**config.mk**
```make
export PLATFORM = sky130hd
export DESIGN_NAME = rfile_host_flat
export DESIGN_NICKNAME = d
export VERILOG_FILES = /design/src/rtl/rfile_host_if.sv /design/src/rtl/rfile_host.sv /design/src/flat_wrapper.sv
export SDC_FILE = /design/constraint.sdc
export NUM_CORES = 1
export LEC_CHECK = 0
export CORE_MARGIN = 5
export CORE_UTILIZATION = 55
export CTS_CLUSTER_SIZE = 25
export DETAILED_ROUTE_END_ITERATION = 8
export PLACE_DENSITY_LB_ADDON = 0.15
export RECOVER_POWER = 50
export SKIP_LAST_GASP = 1
export SYNTH_ARGS = -nofsm -noshare
export SYNTH_HDL_FRONTEND = slang
export SYNTH_SLANG_ARGS = --single-unit
export TNS_END_PERCENT = 10
```
**constraint.sdc**
```tcl
create_clock -name clk -period 10.2 [get_ports clk]
set_input_delay 1.02 -clock clk [delete_from_list [all_inputs] [get_ports clk]]
set_output_delay 1.02 -clock clk [all_outputs]
set_load 0.1 [all_outputs]
```
**src/rtl/rfile_host_if.sv**
```systemverilog
// Host-side job/result bus and solver pin bundle for rfile_host.
// The host interface carries job offers and results; the solver interface carries the RFILE pins.
interface rfile_host_if #(
  parameter int TAG_W = 4
);
  logic             in_valid;
  logic             in_ready;
  logic [47:0]      in_pos;
  logic [59:0]      in_rssi;
  logic [47:0]      in_value;
  logic [TAG_W-1:0] in_tag;

  logic             res_valid;
  logic             res_ready;
  logic [7:0]       res_xt;
  logic [7:0]       res_yt;
  logic [TAG_W-1:0] res_tag;
  logic             res_err;

  modport master (
    output in_valid, in_pos, in_rssi, in_value, in_tag, res_ready,
    input  in_ready, res_valid, res_xt, res_yt, res_tag, res_err
  );

  modport slave (
    input  in_valid, in_pos, in_rssi, in_value, in_tag, res_ready,
    output in_ready, res_valid, res_xt, res_yt, res_tag, res_err
  );
endinterface

interface rfile_sol_if;
  logic        sol_rst;
  logic [7:0]  A_x, A_y, B_x, B_y, C_x, C_y;
  logic [19:0] rssiA, rssiB, rssiC;
  logic [15:0] valueA, valueB, valueC;
  logic        busy;
  logic        out_valid;
  logic [7:0]  xt;
  logic [7:0]  yt;

  modport master (
    output sol_rst, A_x, A_y, B_x, B_y, C_x, C_y,
           rssiA, rssiB, rssiC, valueA, valueB, valueC,
    input  busy, out_valid, xt, yt
  );

  modport slave (
    input  sol_rst, A_x, A_y, B_x, B_y, C_x, C_y,
           rssiA, rssiB, rssiC, valueA, valueB, valueC,
    output busy, out_valid, xt, yt
  );
endinterface

```
**src/rtl/rfile_host.sv**
```systemverilog
// Job sequencer / result collector for the RFILE trilateration solver.
// Input job FIFO -> held solver pins -> result FIFO, with a per-solve watchdog.
module rfile_host #(
  parameter int IN_DEPTH  = 4,
  parameter int OUT_DEPTH = 4,
  parameter int TAG_W     = 4,
  parameter int TIMEOUT   = 96
) (
  input  logic          clk,
  input  logic          rst,
  rfile_host_if.slave   host,
  rfile_sol_if.master   sol
);

  localparam int IAW = $clog2(IN_DEPTH);
  localparam int OAW = $clog2(OUT_DEPTH);
  localparam int IW  = 48 + 60 + 48 + TAG_W;
  localparam int RW  = TAG_W + 8 + 8 + 1;
  localparam int WDW = $clog2(TIMEOUT) + 1;

  localparam logic [IAW:0] IP_ONE   = (IAW+1)'(1);
  localparam logic [OAW:0] OP_ONE   = (OAW+1)'(1);
  localparam logic [OAW:0] OUT_FULL = (OAW+1)'(OUT_DEPTH);
  localparam logic [WDW-1:0] WD_ONE  = WDW'(1);
  localparam logic [WDW-1:0] WD_LAST = WDW'(TIMEOUT - 1);

  typedef enum logic {IDLE, RUN} state_e;

  // ---------------- input job FIFO ----------------
  logic [IW-1:0] in_mem [IN_DEPTH];
  logic [IAW:0]  in_wr_q, in_rd_q;
  logic          in_empty, in_full, in_push, in_pop;
  logic [IW-1:0] in_head;

  assign in_empty = (in_wr_q == in_rd_q);
  assign in_full  = (in_wr_q[IAW] != in_rd_q[IAW]) &&
                    (in_wr_q[IAW-1:0] == in_rd_q[IAW-1:0]);
  assign in_push  = host.in_valid && !in_full;
  assign in_head  = in_mem[in_rd_q[IAW-1:0]];
  assign host.in_ready = !in_full;

  always_ff @(posedge clk) begin
    if (in_push) in_mem[in_wr_q[IAW-1:0]] <= {host.in_pos, host.in_rssi, host.in_value, host.in_tag};
  end

  always_ff @(posedge clk or negedge rst) begin
    if (!rst) begin
      in_wr_q <= '0;
      in_rd_q <= '0;
    end else begin
      if (in_push) in_wr_q <= in_wr_q + IP_ONE;
      if (in_pop)  in_rd_q <= in_rd_q + IP_ONE;
    end
  end

  // ---------------- result FIFO ----------------
  logic [RW-1:0] res_mem [OUT_DEPTH];
  logic [OAW:0]  res_wr_q, res_rd_q;
  logic [OAW:0]  res_count;
  logic          res_empty, res_push, res_pop;
  logic [RW-1:0] res_wdata, res_head;

  assign res_count = res_wr_q - res_rd_q;
  assign res_empty = (res_count == '0);
  assign res_pop   = !res_empty && host.res_ready;
  assign res_head  = res_mem[res_rd_q[OAW-1:0]];
  assign host.res_valid = !res_empty;
  assign {host.res_tag, host.res_xt, host.res_yt, host.res_err} = res_empty ? '0 : res_head;

  always_ff @(posedge clk) begin
    if (res_push) res_mem[res_wr_q[OAW-1:0]] <= res_wdata;
  end

  always_ff @(posedge clk or negedge rst) begin
    if (!rst) begin
      res_wr_q <= '0;
      res_rd_q <= '0;
    end else begin
      if (res_push) res_wr_q <= res_wr_q + OP_ONE;
      if (res_pop)  res_rd_q <= res_rd_q + OP_ONE;
    end
  end

  // ---------------- sequencer ----------------
  state_e           state_q;
  logic             sol_rst_q;
  logic [47:0]      pos_q;
  logic [59:0]      rssi_q;
  logic [47:0]      value_q;
  logic [TAG_W-1:0] cur_tag_q;
  logic [WDW-1:0]   wdog_q;

  logic       done, timeout, launch_idle, chain;
  logic [OAW:0] occ_d;

  assign done        = (state_q == RUN) && sol.out_valid;
  assign timeout     = (state_q == RUN) && !sol.out_valid && (wdog_q == WD_LAST);
  assign launch_idle = (state_q == IDLE) && !in_empty && (res_count < OUT_FULL);
  // Occupancy after this edge counts the result being pushed now, so a chained
  // launch always has a free result slot waiting for it.
  assign occ_d       = res_count + OP_ONE - (res_pop ? OP_ONE : '0);
  assign chain       = done && !in_empty && (occ_d < OUT_FULL);
  assign in_pop      = launch_idle || chain;

  assign res_push  = done || timeout;
  assign res_wdata = done ? {cur_tag_q, sol.xt, sol.yt, 1'b0}
                          : {cur_tag_q, 8'h00, 8'h00, 1'b1};

  always_ff @(posedge clk or negedge rst) begin
    if (!rst) begin
      state_q   <= IDLE;
      sol_rst_q <= 1'b1;
      pos_q     <= '0;
      rssi_q    <= '0;
      value_q   <= '0;
      cur_tag_q <= '0;
      wdog_q    <= '0;
    end else begin
      case (state_q)
        IDLE: begin
          sol_rst_q <= 1'b1;
          if (launch_idle) begin
            {pos_q, rssi_q, value_q, cur_tag_q} <= in_head;
            sol_rst_q <= 1'b0;
            wdog_q    <= '0;
            state_q   <= RUN;
          end
        end
        RUN: begin
          wdog_q <= wdog_q + WD_ONE;
          if (done) begin
            if (chain) begin
              {pos_q, rssi_q, value_q, cur_tag_q} <= in_head;
              wdog_q <= '0;
            end else begin
              sol_rst_q <= 1'b1;
              state_q   <= IDLE;
            end
          end else if (timeout) begin
            sol_rst_q <= 1'b1;
            state_q   <= IDLE;
          end
        end
        default: begin
          sol_rst_q <= 1'b1;
          state_q   <= IDLE;
        end
      endcase
    end
  end

  assign sol.sol_rst = sol_rst_q;
  assign {sol.A_x, sol.A_y, sol.B_x, sol.B_y, sol.C_x, sol.C_y} = pos_q;
  assign {sol.rssiA, sol.rssiB, sol.rssiC}    = rssi_q;
  assign {sol.valueA, sol.valueB, sol.valueC} = value_q;

endmodule

```
**src/flat_wrapper.sv**
```systemverilog
// flat-port wrapper written by rule: the top's interface ports become plain ports
module rfile_host_flat 
#(
  parameter int IN_DEPTH  = 4,
  parameter int OUT_DEPTH = 4,
  parameter int TAG_W     = 4,
  parameter int TIMEOUT   = 96
)
  (clk, rst, host_in_valid, host_in_pos, host_in_rssi, host_in_value, host_in_tag, host_res_ready, host_in_ready, host_res_valid, host_res_xt, host_res_yt, host_res_tag, host_res_err, sol_sol_rst, sol_A_x, sol_A_y, sol_B_x, sol_B_y, sol_C_x, sol_C_y, sol_rssiA, sol_rssiB, sol_rssiC, sol_valueA, sol_valueB, sol_valueC, sol_busy, sol_out_valid, sol_xt, sol_yt);
  rfile_host_if #(.TAG_W(TAG_W)) host_i ();
  rfile_sol_if sol_i ();
  input  logic clk;
  input  logic rst;
  input wire logic [$bits(host_i.in_valid)-1:0] host_in_valid;
  input wire logic [$bits(host_i.in_pos)-1:0] host_in_pos;
  input wire logic [$bits(host_i.in_rssi)-1:0] host_in_rssi;
  input wire logic [$bits(host_i.in_value)-1:0] host_in_value;
  input wire logic [$bits(host_i.in_tag)-1:0] host_in_tag;
  input wire logic [$bits(host_i.res_ready)-1:0] host_res_ready;
  output wire logic [$bits(host_i.in_ready)-1:0] host_in_ready;
  output wire logic [$bits(host_i.res_valid)-1:0] host_res_valid;
  output wire logic [$bits(host_i.res_xt)-1:0] host_res_xt;
  output wire logic [$bits(host_i.res_yt)-1:0] host_res_yt;
  output wire logic [$bits(host_i.res_tag)-1:0] host_res_tag;
  output wire logic [$bits(host_i.res_err)-1:0] host_res_err;
  output wire logic [$bits(sol_i.sol_rst)-1:0] sol_sol_rst;
  output wire logic [$bits(sol_i.A_x)-1:0] sol_A_x;
  output wire logic [$bits(sol_i.A_y)-1:0] sol_A_y;
  output wire logic [$bits(sol_i.B_x)-1:0] sol_B_x;
  output wire logic [$bits(sol_i.B_y)-1:0] sol_B_y;
  output wire logic [$bits(sol_i.C_x)-1:0] sol_C_x;
  output wire logic [$bits(sol_i.C_y)-1:0] sol_C_y;
  output wire logic [$bits(sol_i.rssiA)-1:0] sol_rssiA;
  output wire logic [$bits(sol_i.rssiB)-1:0] sol_rssiB;
  output wire logic [$bits(sol_i.rssiC)-1:0] sol_rssiC;
  output wire logic [$bits(sol_i.valueA)-1:0] sol_valueA;
  output wire logic [$bits(sol_i.valueB)-1:0] sol_valueB;
  output wire logic [$bits(sol_i.valueC)-1:0] sol_valueC;
  input wire logic [$bits(sol_i.busy)-1:0] sol_busy;
  input wire logic [$bits(sol_i.out_valid)-1:0] sol_out_valid;
  input wire logic [$bits(sol_i.xt)-1:0] sol_xt;
  input wire logic [$bits(sol_i.yt)-1:0] sol_yt;
  assign host_i.in_valid = host_in_valid;
  assign host_i.in_pos = host_in_pos;
  assign host_i.in_rssi = host_in_rssi;
  assign host_i.in_value = host_in_value;
  assign host_i.in_tag = host_in_tag;
  assign host_i.res_ready = host_res_ready;
  assign host_in_ready = host_i.in_ready;
  assign host_res_valid = host_i.res_valid;
  assign host_res_xt = host_i.res_xt;
  assign host_res_yt = host_i.res_yt;
  assign host_res_tag = host_i.res_tag;
  assign host_res_err = host_i.res_err;
  assign sol_sol_rst = sol_i.sol_rst;
  assign sol_A_x = sol_i.A_x;
  assign sol_A_y = sol_i.A_y;
  assign sol_B_x = sol_i.B_x;
  assign sol_B_y = sol_i.B_y;
  assign sol_C_x = sol_i.C_x;
  assign sol_C_y = sol_i.C_y;
  assign sol_rssiA = sol_i.rssiA;
  assign sol_rssiB = sol_i.rssiB;
  assign sol_rssiC = sol_i.rssiC;
  assign sol_valueA = sol_i.valueA;
  assign sol_valueB = sol_i.valueB;
  assign sol_valueC = sol_i.valueC;
  assign sol_i.busy = sol_busy;
  assign sol_i.out_valid = sol_out_valid;
  assign sol_i.xt = sol_xt;
  assign sol_i.yt = sol_yt;
  rfile_host #(.IN_DEPTH(IN_DEPTH), .OUT_DEPTH(OUT_DEPTH), .TAG_W(TAG_W), .TIMEOUT(TIMEOUT)) u_core (.clk(clk), .rst(rst), .host(host_i), .sol(sol_i));
endmodule
```
==> qor.yml, run 1 <==
drv_slew: 279
row_count: 91
hpwlAfterDp_mm: 37.5
grt_pass1_vias: 16600
r2r-end: "u_core.in_mem[3][32]$_DFFE_PP_"
ys_ff_latch: 906
wirelength_mm: 66.6
max_freq_ghz: 0.135
max_slew.worst_pin.slew_ns: 4.40
relSlewSlack: -1.94
cp.required_ns: 10.44
place_congestion: 0.708
h-tree-depth: 3
startpoint_type: "flip-flop"
finalSetupViolCount: 0
synth_top_family_by_area: "multiplexers"
drv_cap: 5
drive_gt1_frac: 0.260
whs_path_depth: 1
synthXorXnorAreaFrac: 0.00531
synth-compound-area-share: 0.00310
die_h_um: 258
grt_start_max_net_pins: 109
track_usage: 0.201
criticalPathCategory: "flip-flop to flip-flop"
clk_pin_slew_ns: 0.06
initialDrtViolationCount: 955
crit_family: "simple AND/OR/NAND/NOR gates"
grt_pass1_wl_mm: 102
violations: "max-capacitance violations, max-slew violations"
area_delta_synth_final_pct: 21.6
synth.cell_area_um2: 33900
synth.mux.area_fraction: 0.186
antenna_found_initial: 31
hold_viol: 0
dieWidth_um: 258
yosysUniqueCellTypes: 41
yosysTopAreaCell: "edfxtp_1"
final_cell_area_um2: 41300
fin_setup_tns_ns: 0
critical_path_peak_fanout: 61
gr-total-overflow: 0
endpoint_kind: "flip-flop"
netlist_instances: 1442
postRouteAntennaNets: 0
fin_crit_ns: 7.41
worst_slack_ns: 2.79
dr.pass1.iters: 5
synth-simple-area-share: 0.0131
async_flop_share: 0.201
cp_slowest_stage_delay_ns: 2.81
top_level_ports: 362
synth_ff_type: "edfxtp_1"
drc: 0
io_buffers: 360
drt-vias-per-instance: 5.63
min_from: "u_core.res_rd_q[2]$_DFFE_PN0P_"
crit_chain: "xor2_1, o31a_1, and2_0, buf_4"
synth_top_area_frac: 0.641
rsz0062_at_grt: "false"
dieArea_um2: 66800
cts_buffers: 90
critPathSlowestCell: "and2_0"
status: "complete, but fails checks"
reg2regPathDepth: 4
hold_path_end: "u_core.res_rd_q[2]$_DFFE_PN0P_"
preCtsSetupSlack_ns: 5.05
synth_edf_count: 724
ys.warnings.count: 0
cp.arrival_ns: 7.65
num_vias: 15400
nNetsFinal: 2043
cts_tree: "built"
cts.sinks: 906
yosys.area_share.adder: 0.00501
reg2reg_from: "u_core.in_rd_q[1]$_DFFE_PN0P_"
synth_nets: 1637
synth_commonest_cells: "edfxtp_1 (724), dfrtp_1 (181), mux4_2 (181)"
cts.path.max_buffers: 3
hold_buffers: 0
clk_latency_ns: 0.63
syn_avg_cell_area_um2: 23.5
placedInstanceArea_um2: 38300
cts_repair_resize_count: 0
yosysSeqAreaShare: 0.775
synth.area.top_cells: "edfxtp_1 (64%), dfrtp_1 (13%), mux4_2 (12%)"
yosysMostFrequentCell: "edfxtp_1"
clock_skew_ns: 0.0165
seqCellArea_um2: 26300
fin_crit_sh: 0.726
core_um2: 61400
start_util: 0.553
r2r_slack_ns: 2.79
min_path_type: "flip-flop to flip-flop"
wire_per_inst_um: 24.4
cts_root_buf: "clkbuf_16"
post-cts-setup-buffers: 0
fillCellCount: 3903
path_buf_inv: 1
multiInputGateArea_um2: 7240
[area by class of cell]
| type | instances | share of cell area |
|---|---|---|
| multi-input cells | 466 | 0.175 |
| diodes | 14 | 0.000849 |
| inverters | 5 | 0.000455 |
| clock inverters | 28 | 0.00752 |
| flip-flops and latches | 906 | 0.637 |
| well taps | 790 | 0.0239 |
| clock buffers | 141 | 0.0638 |
| repair buffers | 379 | 0.0908 |
[worst max path at each step]
stage / startpoint / to / slack [ns] / depth (start not counted)
after detailed placement: sol_out_valid / u_core.rssi_q[25]$_DFFE_PN0P_ / 5.05 / 6
after global placement: sol_out_valid / u_core.rssi_q[18]$_DFFE_PN0P_ / 5.06 / 6
after floorplan: host_in_valid / u_core.in_mem[3][0]$_DFFE_PP_ / 4.69 / 2
after global routing: u_core.in_rd_q[1]$_DFFE_PN0P_ / u_core.in_mem[3][32]$_DFFE_PP_ / 2.24 / 4
final: u_core.in_rd_q[1]$_DFFE_PN0P_ / u_core.in_mem[3][32]$_DFFE_PP_ / 2.79 / 4
after CTS: u_core.res_rd_q[1]$_DFFE_PN0P_ / host_res_xt[0] / 4.69 / 5
[stage by stage]
stage | util | hold WS, ns | std cells
floorplan | - | 0.447 | 1442
global route | 0.672 | 0.515 | 2721
global placement | 0.624 | 0.469 | 2546
finish | 0.673 | 0.477 | 2729
CTS | 0.672 | 0.427 | 2715
detailed placement | 0.624 | 0.466 | 2546
[state kept, by name (all words and copies together), names as in the netlist]
register / count
u_core.cur_tag_q: 4
u_core.in_mem: 640
u_core.in_rd_q: 3
u_core.in_wr_q: 3
u_core.pos_q: 48
u_core.res_mem: 84
u_core.res_rd_q: 3
u_core.res_wr_q: 3
u_core.rssi_q: 60
u_core.sol.sol_rst: 1
u_core.state_q: 1
u_core.value_q: 48
u_core.wdog_q: 8
[worst register-to-register path, delay by kind of cell, from the launching register on]
family | cells | cell delay, ns
and+or+nand+nor | 1 | 2.81
DFF | 1 | 2.39
AOI/OAI and AO/OA | 1 | 0.32
buffers and inverters | 1 | 1.07
xor gates and xnor gates | 1 | 0.34
[per-layer routing]
layer	up-vias	wire length (um)	global-route usage
met4	18	1660	0.0609
met2	397	33500	0.325
met1	8103	26600	0.269
met3	118	4720	0.0602
met5	-	111	0
li1	6734	-	-
[kinds of logic (layout without fill, tap and decap cells)]
logic type / after synthesis / in the layout
muxes: 346 / 346
and+or+nand+nor: 75 / 75
adders and majority gates: 13 / 13
xor gates and xnor gates: 19 / 19
DFF: 906 / 906
AOI/OAI and AO/OA: 13 / 13
other: 0 / 14
buffers and inverters: 70 / 553
[cells in the final DEF (no fill, tap or decap), types with 11 or more instances in the layout]
cell type,count
mux2_4,103
clkbuf_1,35
mux2_2,62
clkdlybuf4s50_1,198
clkbuf_8,17
ha_1,12
dfrtp_1,180
dlygate4sd3_1,161
buf_4,17
and3_1,17
and2_1,30
mux4_2,181
edfxtp_1,724
xnor2_1,12
clkinv_2,11
clkbuf_16,91
diode_2,14
Power of run 1 is left out: the tool's default activity adds up to more than one toggle a clock period on the data nets, which glitch-free logic cannot reach.
==> run 2, diff against run 1 <==
==> constraint.sdc (replaced) <==
create_clock -name clk -period 7 [get_ports clk]
set_input_delay 0.7 -clock clk [delete_from_list [all_inputs] [get_ports clk]]
set_output_delay 0.7 -clock clk [all_outputs]
set_load 0.1 [all_outputs]
==> run 2 against run 1 <==
Net effect: via count shrank 0.34%; first-iteration DRC count is 0.52% lower; critical path depth stayed put; clock-buffer cell count unchanged; the run still ends with max-capacitance violations, max-slew violations left; die area stayed put; sequential cell count is the same; register-to-register slack lost 1.4 ns; non-clock buffer count decreased by 2; worst setup slack worse by 1.4 ns.
==> qor.yml, run 2 (synthesis gave the netlist of run 1 again) <==
dieWidth_um: 258
dr.pass1.iters: 5
hold_buffers: 0
cts_buffers: 92
clk_latency_ns: 0.63
hold_viol: 0
drt-vias-per-instance: 5.61
hpwlAfterDp_mm: 37.1
fillCellCount: 3922
violations: "max-capacitance violations, max-slew violations"
cts.path.max_buffers: 3
cts_repair_resize_count: 0
post-cts-setup-buffers: 0
area_delta_synth_final_pct: 21.7
max_slew.worst_pin.slew_ns: 4.05
wire_per_inst_um: 24.4
met1_usage: 0.259
critical_path_peak_fanout: 117
endpoint_kind: "flip-flop"
drv_slew: 250
grt_pass1_vias: 16700
fin_crit_sh: 0.798
drc: 0
grt_pass1_wl_mm: 102
startpoint_type: "flip-flop"
row_count: 91
place_congestion: 0.717
clk_pin_slew_ns: 0.06
busiest_layer: "met2"
cts.sinks: 906
max_freq_ghz: 0.179
die_h_um: 258
layout_commonest_cell: "edfxtp_1"
finalSetupViolCount: 0
cts_tree: "built"
cts_root_buf: "clkbuf_16"
initialDrtViolationCount: 950
cp_slowest_stage_delay_ns: 1.89
fin_crit_ns: 5.58
drive_gt1_frac: 0.258
drv_cap: 5
critPathSlowestCell: "dfrtp_1"
track_usage: 0.201
h-tree-depth: 3
grtUsageMet3: 0.0645
rsz0062_at_grt: "false"
num_vias: 15300
crit_chain: "xor2_1, o31a_1, and2_1, buf_12"
criticalPathCategory: "flip-flop to flip-flop"
wirelength_mm: 66.6
relSlewSlack: -1.70
met2_usage: 0.337
clock_skew_ns: 0.0252
cp.arrival_ns: 5.83
status: "complete, but fails checks"
dieArea_um2: 66800
grt_start_max_net_pins: 118
core_um2: 61400
fin_setup_tns_ns: 0
nNetsFinal: 2043
min_path_type: "input pin to asynchronous set/reset pin"
layout_common_cells: "edfxtp_1 (724), clkdlybuf4s50_1 (198), mux4_2 (181)"
antenna_found_initial: 32
start_util: 0.553
postRouteAntennaNets: 0
gr-total-overflow: 0
top_level_ports: 362
io_buffers: 360
largest_reg_flops: 640
cp.required_ns: 7.25
## run 2: area by class of cell
| class | count | area (um^2) | area share |
|---|---|---|---|
| timing repair buffer | 377 | 3790 | 0.0917 |
| sequential | 906 | 26300 | 0.637 |
| inverter | 5 | 18.8 | 0.000454 |
| multi-input combinational | 466 | 7240 | 0.175 |
| clock inverter | 31 | 285 | 0.00691 |
| antenna | 16 | 40.0 | 0.000969 |
| tap | 790 | 988 | 0.0239 |
| clock buffer | 141 | 2640 | 0.0639 |
## run 2: routing by layer
| metal | wire (um) | vias up |
|---|---|---|
| met5 | 92 | - |
| met4 | 1630 | 14 |
| met3 | 4500 | 141 |
| met2 | 33900 | 358 |
| met1 | 26500 | 8056 |
| li1 | - | 6749 |
## run 2: worst paths after layout
path | cells after the start | to | slack (ns) | from
max in group asynchronous | 2 | u_core.pos_q[31]$_DFFE_PN0P_ | 2.54 | rst
min in group clk | 1 | u_core.rssi_q[14]$_DFFE_PN0P_ | 0.50 | u_core.rssi_q[14]$_DFFE_PN0P_
worst max register to register | 4 | u_core.in_mem[1][29]$_DFFE_PP_ | 1.42 | u_core.in_rd_q[1]$_DFFE_PN0P_
worst max-delay path | 4 | u_core.in_mem[1][29]$_DFFE_PP_ | 1.42 | u_core.in_rd_q[1]$_DFFE_PN0P_
worst min-delay path | 1 | u_core.rssi_q[33]$_DFFE_PN0P_ | 0.13 | rst
worst min register to register | 1 | u_core.rssi_q[14]$_DFFE_PN0P_ | 0.50 | u_core.rssi_q[14]$_DFFE_PN0P_
## run 2: worst max-delay path: cells and delay by family (launching register included)
kind	cells	cell delay [ns]
xor gates and xnor gates	1	0.35
buffers and inverters	1	0.60
and+or+nand+nor	1	1.82
AOI/OAI and AO/OA	1	0.32
DFF	1	1.89
## run 2: through the flow
| step | util | cells | hold WS [ns] | area, um^2 | setup WS, ns |
|---|---|---|---|---|---|
| finish | 0.673 | 2732 | 0.135 | 41300 | 1.42 |
| global route | 0.672 | 2720 | 0.163 | 41300 | 1.02 |
| CTS | 0.673 | 2716 | 0.135 | 41300 | 1.82 |
| detailed placement | 0.625 | 2544 | 0.490 | 38400 | 2.47 |
| global placement | 0.625 | 2544 | 0.473 | 38400 | 2.59 |
| floorplan | - | 1442 | 0.404 | 33900 | 1.65 |
Power of run 2 is left out for the same reason.
